## config.mk

```make
export PLATFORM = sky130hd
export DESIGN_NAME = aes_shiftrows_pipe_flat
export DESIGN_NICKNAME = d
export VERILOG_FILES = /design/src/rtl/aes_pkg.sv /design/src/rtl/aes_shiftrows_pipe_if.sv /design/src/rtl/aes_sr_permute.sv /design/src/rtl/aes_shiftrows_pipe.sv /design/src/flat_wrapper.sv
export SDC_FILE = /design/constraint.sdc
export NUM_CORES = 1
export LEC_CHECK = 0
export BUFFER_PORTS_ARGS = -buffer_cell sky130_fd_sc_hd__clkbuf_2
export CAP_MARGIN = 25
export CORE_ASPECT_RATIO = 0.9
export CORE_MARGIN = 5
export CORE_UTILIZATION = 40
export CTS_CLUSTER_SIZE = 20
export DETAILED_ROUTE_END_ITERATION = 10
export PLACE_DENSITY = 0.58
export SLEW_MARGIN = 10
export SYNTH_ARGS = -nofsm -noshare
export SYNTH_HDL_FRONTEND = slang
export SYNTH_SLANG_ARGS = --single-unit
```

## constraint.sdc

```tcl
create_clock -name clk -period 10.8 [get_ports clk]
set_input_delay 2.16 -clock clk [delete_from_list [all_inputs] [get_ports clk]]
set_output_delay 2.16 -clock clk [all_outputs]
set_load 0.05 [all_outputs]
```

## src/rtl/aes_pkg.sv

```systemverilog
// Shared AES ShiftRows definitions: legal column counts, per-row rotation offsets,
// byte/row/column index helpers, per-block mode encoding and the skid FSM states.
package aes_pkg;

   localparam bit SR_FWD = 1'b0;
   localparam bit SR_INV = 1'b1;

   typedef enum logic [1:0] {
      SR_EMPTY,
      SR_ONE,
      SR_TWO
   } srState_e;

   function automatic bit nb_legal(input int nb);
      return (nb == 4) || (nb == 6) || (nb == 8);
   endfunction

   // 256-bit Rijndael blocks spread the upper two rows further apart than 128/192-bit ones.
   function automatic int shift_offset(input int nb, input int row);
      if (nb == 8) begin
         if (row == 2) return 3;
         if (row == 3) return 4;
      end
      return row;
   endfunction

   function automatic int byte_idx(input int row, input int col);
      return 4 * col + row;
   endfunction

   function automatic int row_of(input int k);
      return k % 4;
   endfunction

   function automatic int col_of(input int k);
      return k / 4;
   endfunction

endpackage

```

## src/rtl/aes_shiftrows_pipe_if.sv

```systemverilog
// Handshake bundle for the ShiftRows stage: upstream block/tag/mode and downstream result.
// The stage itself connects through the slave modport, its environment through master.
interface aes_shiftrows_pipe_if #(
   parameter int NB    = 4,
   parameter int TAG_W = 4
);
   logic               in_valid;
   logic               in_ready;
   logic               in_inv;
   logic [TAG_W-1:0]   in_tag;
   logic [0:32*NB-1]   in_state;
   logic               out_valid;
   logic               out_ready;
   logic [TAG_W-1:0]   out_tag;
   logic [0:32*NB-1]   out_state;

   modport master (
      output in_valid, in_inv, in_tag, in_state, out_ready,
      input  in_ready, out_valid, out_tag, out_state
   );

   modport slave (
      input  in_valid, in_inv, in_tag, in_state, out_ready,
      output in_ready, out_valid, out_tag, out_state
   );
endinterface

```

## src/rtl/aes_sr_permute.sv

```systemverilog
// Combinational ShiftRows byte permutation for NB columns.
// AES_SR_FWD_EN adds the forward rotation selected by inv_i; otherwise every block is inverse.
module aes_sr_permute
   import aes_pkg::*;
#(
   parameter int NB = 4
) (
   input  logic [0:32*NB-1] state_i,
   input  logic             inv_i,
   output logic [0:32*NB-1] state_o
);

   logic [0:32*NB-1] invState;
`ifdef AES_SR_FWD_EN
   logic [0:32*NB-1] fwdState;
`endif

   // Each output byte is pure wiring from one input byte of the same row.
   for (genvar k = 0; k < 4 * NB; k++) begin : g_byte
      localparam int R       = row_of(k);
      localparam int C       = col_of(k);
      localparam int S       = shift_offset(NB, R);
      localparam int INV_SRC = byte_idx(R, (C - S + NB) % NB);
      assign invState[8*k +: 8] = state_i[8*INV_SRC +: 8];
`ifdef AES_SR_FWD_EN
      localparam int FWD_SRC = byte_idx(R, (C + S) % NB);
      assign fwdState[8*k +: 8] = state_i[8*FWD_SRC +: 8];
`endif
   end

`ifdef AES_SR_FWD_EN
   assign state_o = (inv_i == SR_INV) ? invState : fwdState;
`else
   logic unusedInv;
   assign unusedInv = inv_i;
   assign state_o   = invState;
`endif

endmodule

```

## src/rtl/aes_shiftrows_pipe.sv

```systemverilog
// Handshaked ShiftRows stage: input-side permutation, one output register plus a skid register.
// Define AES_SR_FWD_EN to build the forward path as well; default is inverse-only.
module aes_shiftrows_pipe
   import aes_pkg::*;
#(
   parameter int NB    = 4,
   parameter int TAG_W = 4
) (
   input logic                 clk,
   input logic                 rst,
   aes_shiftrows_pipe_if.slave bus
);

   if (!nb_legal(NB)) begin : g_badNb
      $error("aes_shiftrows_pipe: NB must be 4, 6 or 8");
   end
   if (TAG_W < 1) begin : g_badTag
      $error("aes_shiftrows_pipe: TAG_W must be at least 1");
   end

   srState_e         state_q, state_d;
   logic [0:32*NB-1] mainState_q, mainState_d, skidState_q, skidState_d;
   logic [TAG_W-1:0] mainTag_q, mainTag_d, skidTag_q, skidTag_d;
   logic [0:32*NB-1] permState;
   logic             inReady, outValid, accept, drain;
   logic             loadNew, loadSkid, moveSkid;

   aes_sr_permute #(.NB(NB)) u_permute (
      .state_i (bus.in_state),
      .inv_i   (bus.in_inv),
      .state_o (permState)
   );

   // Ready depends only on the state register, so out_ready never reaches in_ready.
   assign inReady       = (state_q != SR_TWO);
   assign outValid      = (state_q != SR_EMPTY);
   assign accept        = bus.in_valid && inReady;
   assign drain         = outValid && bus.out_ready;
   assign bus.in_ready  = inReady;
   assign bus.out_valid = outValid;
   assign bus.out_state = mainState_q;
   assign bus.out_tag   = mainTag_q;

   always_ff @(posedge clk or posedge rst) begin
      if (rst) state_q <= SR_EMPTY;
      else     state_q <= state_d;
   end

   always_comb begin
      state_d = state_q;
      case (state_q)
         SR_EMPTY: if (accept) state_d = SR_ONE;
         SR_ONE: begin
            if (accept && !drain)      state_d = SR_TWO;
            else if (!accept && drain) state_d = SR_EMPTY;
         end
         SR_TWO:   if (drain) state_d = SR_ONE;
         default:  state_d = SR_EMPTY;
      endcase
   end

   // A new block goes straight to main unless main is still waiting on the consumer.
   always_comb begin
      loadNew  = 1'b0;
      loadSkid = 1'b0;
      moveSkid = 1'b0;
      case (state_q)
         SR_EMPTY: loadNew = accept;
         SR_ONE: begin
            loadNew  = accept && drain;
            loadSkid = accept && !drain;
         end
         SR_TWO:   moveSkid = drain;
         default:  ;
      endcase
   end

   always_comb begin
      mainState_d = mainState_q;
      mainTag_d   = mainTag_q;
      skidState_d = skidState_q;
      skidTag_d   = skidTag_q;
      if (loadNew) begin
         mainState_d = permState;
         mainTag_d   = bus.in_tag;
      end else if (moveSkid) begin
         mainState_d = skidState_q;
         mainTag_d   = skidTag_q;
      end
      if (loadSkid) begin
         skidState_d = permState;
         skidTag_d   = bus.in_tag;
      end
   end

   always_ff @(posedge clk or posedge rst) begin
      if (rst) begin
         mainState_q <= '0;
         mainTag_q   <= '0;
         skidState_q <= '0;
         skidTag_q   <= '0;
      end else begin
         mainState_q <= mainState_d;
         mainTag_q   <= mainTag_d;
         skidState_q <= skidState_d;
         skidTag_q   <= skidTag_d;
      end
   end

endmodule
```

## src/flat_wrapper.sv

```systemverilog
// flat-port wrapper written by rule: the top's interface ports become plain ports
module aes_shiftrows_pipe_flat import aes_pkg::*;
#(
   parameter int NB    = 4,
   parameter int TAG_W = 4
)
  (clk, rst, bus_in_valid, bus_in_inv, bus_in_tag, bus_in_state, bus_out_ready, bus_in_ready, bus_out_valid, bus_out_tag, bus_out_state);
  aes_shiftrows_pipe_if #(.NB(NB), .TAG_W(TAG_W)) bus_i ();
  input logic clk;
  input logic rst;
  input wire logic [$bits(bus_i.in_valid)-1:0] bus_in_valid;
  input wire logic [$bits(bus_i.in_inv)-1:0] bus_in_inv;
  input wire logic [$bits(bus_i.in_tag)-1:0] bus_in_tag;
  input wire logic [$bits(bus_i.in_state)-1:0] bus_in_state;
  input wire logic [$bits(bus_i.out_ready)-1:0] bus_out_ready;
  output wire logic [$bits(bus_i.in_ready)-1:0] bus_in_ready;
  output wire logic [$bits(bus_i.out_valid)-1:0] bus_out_valid;
  output wire logic [$bits(bus_i.out_tag)-1:0] bus_out_tag;
  output wire logic [$bits(bus_i.out_state)-1:0] bus_out_state;
  assign bus_i.in_valid = bus_in_valid;
  assign bus_i.in_inv = bus_in_inv;
  assign bus_i.in_tag = bus_in_tag;
  assign bus_i.in_state = bus_in_state;
  assign bus_i.out_ready = bus_out_ready;
  assign bus_in_ready = bus_i.in_ready;
  assign bus_out_valid = bus_i.out_valid;
  assign bus_out_tag = bus_i.out_tag;
  assign bus_out_state = bus_i.out_state;
  aes_shiftrows_pipe #(.NB(NB), .TAG_W(TAG_W)) u_core (.clk(clk), .rst(rst), .bus(bus_i));
endmodule
```

# Word-level counts from Yosys, hierarchy flattened
# Cells that the tools add are included.
# Widths: inputs -> output; s select.
[op_classes] n_eq_ne=6 n_mux=12 reduce_logical=11
[ops] cell="$mux 128" count=2
[ops] cell="$mux 2" count=4
[ops] cell="$mux 4" count=2
[ops] cell="$pmux 2 s3" count=1
[ops] cell="$logic_and 1x1->1" count=5
[ops] cell="$ne 2x1->1 const B" count=2
[ops] cell="$reduce_bool 2->1" count=2
[ops] cell="$ne 3x1->1 const B" count=1
[ops] cell="$reduce_and 3->1" count=1
[ops] cell="$eq 2x1->1 const B" count=1
[ops] cell="$eq 2x2->1 const B" count=1
[ops] cell="$logic_not 1->1" count=2
[ops] cell="$logic_not 2->1" count=1
[ops] cell="$mux 1" count=2
[ops] cell="$ne 2x2->1 const B" count=1
[ops] cell="$pmux 1 s2" count=1
[totals] word_cells=34 input_bits=137 out_inout_bits=134 reg_bits=266

# Logic depth before layout (Yosys ltp)
[depth] depth_word=7 mapped_depth=10 mapped_depth_nobuf=6

# Modules after synthesis
# A second synthesis with hierarchy kept.
[hier_totals] hier_cells=861 area_unflattened_um2=12238.0
[modules_own_cells] module="aes_shiftrows_pipe" area_each_um2=11277.1 cells_each=733 n_inst=1 seq_area_each_um2=6656.4
[modules_own_cells] module="aes_sr_permute" area_each_um2=960.9 cells_each=128 n_inst=1 seq_area_each_um2=0.0

# Worst setup path before layout
# Ideal clock, no wire load.
[synth_path] path_kind="in2reg" from="input bus_out_ready" to="register u_core.mainState_q (netlist bit u_core.bus.out_state[83])" stages=7 path_buffers=2 setup_ps=146 required_ps=10654 t_arrival_ps=3385 slack_ps=7268 cell_sequence="and2_1 -> ha_1 -> mux2i_4 -> buf_4 -> buf_4 -> mux2i_1 -> mux2i_1"
[synth_between] elab_chain_len=4 elab_cells_between_ends=6 cone_classes="mux (3); reduce/logical (3)"
[synth_rtl] item="from (decl)" line_no="flat_wrapper.sv:15" source="input wire logic [$bits(bus_i.out_ready)-1:0] bus_out_ready;"
[synth_rtl] item="$logic_and 1x1->1 (*)" line_no="aes_shiftrows_pipe.sv:38" source="assign drain = outValid && bus.out_ready;"
[synth_rtl] item="$logic_and 1x1->1" line_no="aes_shiftrows_pipe.sv:70" source="loadNew = accept && drain;"
[synth_rtl] item="$pmux 1 s2" line_no="aes_shiftrows_pipe.sv:67" source="case (state_q)"
[synth_rtl] item="$mux 128 or $reduce_bool 2->1 (tied branches)"
[synth_rtl] item="to (signal assigned)" line_no="aes_shiftrows_pipe.sv:103" source="mainState_q <= mainState_d;"
[synth_rtl] item="to (decl)" line_no="aes_shiftrows_pipe.sv:22" source="logic [0:32*NB-1] mainState_q, mainState_d, skidState_q, skidState_d;"
# Mark *: on every way between the ends. The rest lies on a longest branch, timed or not.
# A chain may end at the register's enable or synchronous reset.

# Worst setup path after layout
[layout_path] from="input bus_out_ready" to="register u_core.skidState_q[78] (netlist name)"
[layout_between] elab_chain_len=4
[layout_rtl] item="$logic_and 1x1->1" line_no="aes_shiftrows_pipe.sv:38"
[layout_rtl] item="$logic_not 1->1" line_no="aes_shiftrows_pipe.sv:71" source="loadSkid = accept && !drain;"
[layout_rtl] item="$logic_and 1x1->1" line_no="aes_shiftrows_pipe.sv:71"
[layout_rtl] item="$mux 1" line_no="aes_shiftrows_pipe.sv:67"
[layout_rtl] item="to (signal assigned)" line_no="aes_shiftrows_pipe.sv:105" source="skidState_q <= skidState_d;"
[layout_rtl] item="to (decl)" line_no="aes_shiftrows_pipe.sv:22"
# No other way between the ends.

==> results.py <==
metrics = {
    "run_status": {
        "status": "complete, no violations",
    },
    "cells_and_area": {
        "areaGrowthSynthToFinish_pct": 21.6,
        "layout_commonest_cell": "mux2i_1",
        "drive_gt1_frac": 0.419,
        "layout_common_cells": "mux2i_1, clkbuf_2, dfrtp_1",
        "layout.nets": 1229,
        "final_cell_area_um2": 14700,
    },
    "drt": {
        "dr.pass1.iters": 4,
        "wl_per_cell_um": 19.6,
        "vias": 7836,
        "drtIter0Drc": 332,
        "drt-total-wl_mm": 29.7,
        "vias_per_cell": 5.19,
        "drc_errors": 0,
        "ant_nets": 0,
    },
    "place": {
        "gp_congestion": 0.713,
        "dp_hpwl_mm": 18.8,
        "numPortBuffers": 269,
        "dpl_cell_area_um2": 13700,
    },
    "clock_tree": {
        "clk_pin_slew_ns": 0.06,
        "cts.sinks": 266,
        "clkLatencyLatePin_ns": 0.54,
        "clock_path_buffers": 3,
        "cts_resized": 0,
        "cts_hold_buf": 0,
        "cts_setup_buffers": 0,
        "cts_buffers": 30,
        "cts-htree-levels": 1,
        "cts_tree": "done",
        "root_buffer": "clkbuf_16",
    },
    "setup_path": {
        "cp-start-kind": "input pin",
        "cp_slowest_cell": "buf_4",
        "critPathCaptureType": "register",
        "cp.required_ns": 11.22,
        "cpMostUsedCell": "buf_4",
        "r2r-end": "u_core.skidState_q[78]",
        "path_cells": "clkbuf_2 > and2_1 > inv_1 > ha_1 > nand3_4 > buf_4 > buf_4 > mux2_2",
        "r2r_cells": 9,
        "slowest_delay_ns": 0.86,
        "cp_max_fo": 68,
        "worstSetupPathType": "in2reg",
        "critPathArrivalTime_ns": 5.03,
        "crit_end": "u_core.skidState_q[78]",
        "r2r_start": "u_core.state_q[1]",
        "crit_path_start": "bus_out_ready",
        "rrSetupSlack_ns": 7.03,
    },
    "yosys": {
        "yosysTopAreaCell": "dfrtp_1",
        "ys_ff_latch": 266,
        "syn_nets": 978,
        "syn_inst": 839,
        "syn_area_um2": 12100,
        "synthDominantCellAreaShare": 0.551,
        "ys_seq_area_frac": 0.551,
        "synth_area_leaders": "dfrtp_1, mux2i_1, mux2_2",
        "avgSynthCellArea_um2": 14.4,
        "synth_cell_types": 21,
        "yosys_warnings": 0,
    },
    "grt": {
        "grt_first_pass_wirelength_mm": 47.4,
        "antenna_found_initial": 4,
        "grt_use_total": 0.173,
        "grt_pass1_vias": 8290,
        "gr-total-overflow": 0,
        "grt_max_degree": 71,
    },
    "timing": {
        "slew_headroom": 0.317,
        "tightest_slew_ns": 1.02,
        "fin_setup_tns_ns": 0,
        "fin_crit_sh": 0.427,
        "slew_violations": 0,
        "rsz0062_at_grt": "false",
        "finalSetupViolCount": 0,
        "fin_worst_skew_ns": 0.00732,
        "finalCriticalPeriod_ns": 4.61,
        "fmax_mhz": 217,
        "hold_violations": 0,
    },
    "die": {
        "dieHeight_um": 175,
        "dieArea_um2": 33800,
        "die_width_um": 193,
        "ios": 271,
        "num_rows": 60,
        "start_util": 0.404,
        "core_area_um2": 29900,
    },
    "hold_path": {
        "min_path_type": "reg2reg",
        "holdPathStages": 1,
    },
    "power": {
        "leakage_nw": 8.11,
        "p_per_area_nw_per_um2": 368,
        "max-vdd-ir-drop_v": 0.000206,
    },
    "job": {
        "cap_violations": 0,
    },
}
[layout make-up]
class,instances,area (um^2)
diodes,2,5.00
clock buffers,45,898
clock inverters,3,40.0
fillers,2708,15200
inverters,4,27.5
multi-input cells,507,5100
flip-flops and latches,266,6660
well taps,403,504
repair buffers,281,1450
[kinds of logic after synthesis]
group,synth area share
mux,0.363
flops,0.551
buf+inv,0.0285
simple gates,0.0236
compound gates,0.0316
fa+ha+maj,0.00207
[sequential cells by signal, indices dropped and copies added (netlist names)]
name,cells
u_core.bus.out_state,128
u_core.bus.out_tag,4
u_core.skidState_q,128
u_core.state_q,2
u_core.skidTag_q,4
[metrics by stage]
stage	utilization	power, mW	setup WS [ns]	hold WS, ns	cells
4_1_cts	0.491	5.49	6.20	0.499	1509
6_report	0.491	5.41	6.19	0.497	1511
2_1_floorplan	-	3.86	1.31	0.471	839
5_1_grt	0.491	5.75	6.11	0.504	1509
3_5_place_dp	0.460	4.49	5.63	0.487	1461
3_3_place_gp	0.459	4.42	5.63	0.478	1460
[per-layer routing]
metal	vias to the layer above	wire length, um	track usage
met5	-	40	0
met4	8	665	0.0381
met3	52	2600	0.0629
met2	207	12800	0.264
met1	3947	13600	0.239
li1	3622	-	-
[worst max-delay path, delay by kind of cell]
family	cells	cell delay, ns
AND/OR/NAND/NOR	2	0.25
adder cells (fa/ha/maj)	1	0.22
multiplexers	1	0.42
buffers and inverters	4	1.75
[cell usage after synthesis]
cell	number
mux2i_1	286
dfrtp_1	266
mux2_2	133
a221o_1	37
and3_1	37
buf_2	32
clkbuf_1	19
buf_4	7
buf_6	4
inv_1	3
and2_1	2
ha_1	2
nand2b_1	2
nand3_1	2
inv_2	1
mux2i_4	1
nor2_2	1
nor2b_1	1
o21ai_0	1
o22ai_1	1
or2_2	1
[worst min path at each step]
stage,start,to
final,u_core.skidState_q[8],u_core.skidState_q[8]
after floorplan,u_core.skidState_q[31],u_core.skidState_q[31]
after CTS,u_core.skidState_q[36],u_core.skidState_q[36]
after detailed placement,u_core.skidState_q[36],u_core.skidState_q[36]
after global placement,u_core.skidState_q[8],u_core.skidState_q[8]
after global routing,u_core.skidState_q[10],u_core.skidState_q[10]
[report_power, final]
part	leakage (nW)	switching, mW	internal (mW)
logic	4.48	1.69	0.928
clock network	0.463	0.384	0.587
registers	3.16	0.306	1.52
total	8.11	2.38	3.03
No activity file was read; power rests on OpenSTA's default activity.
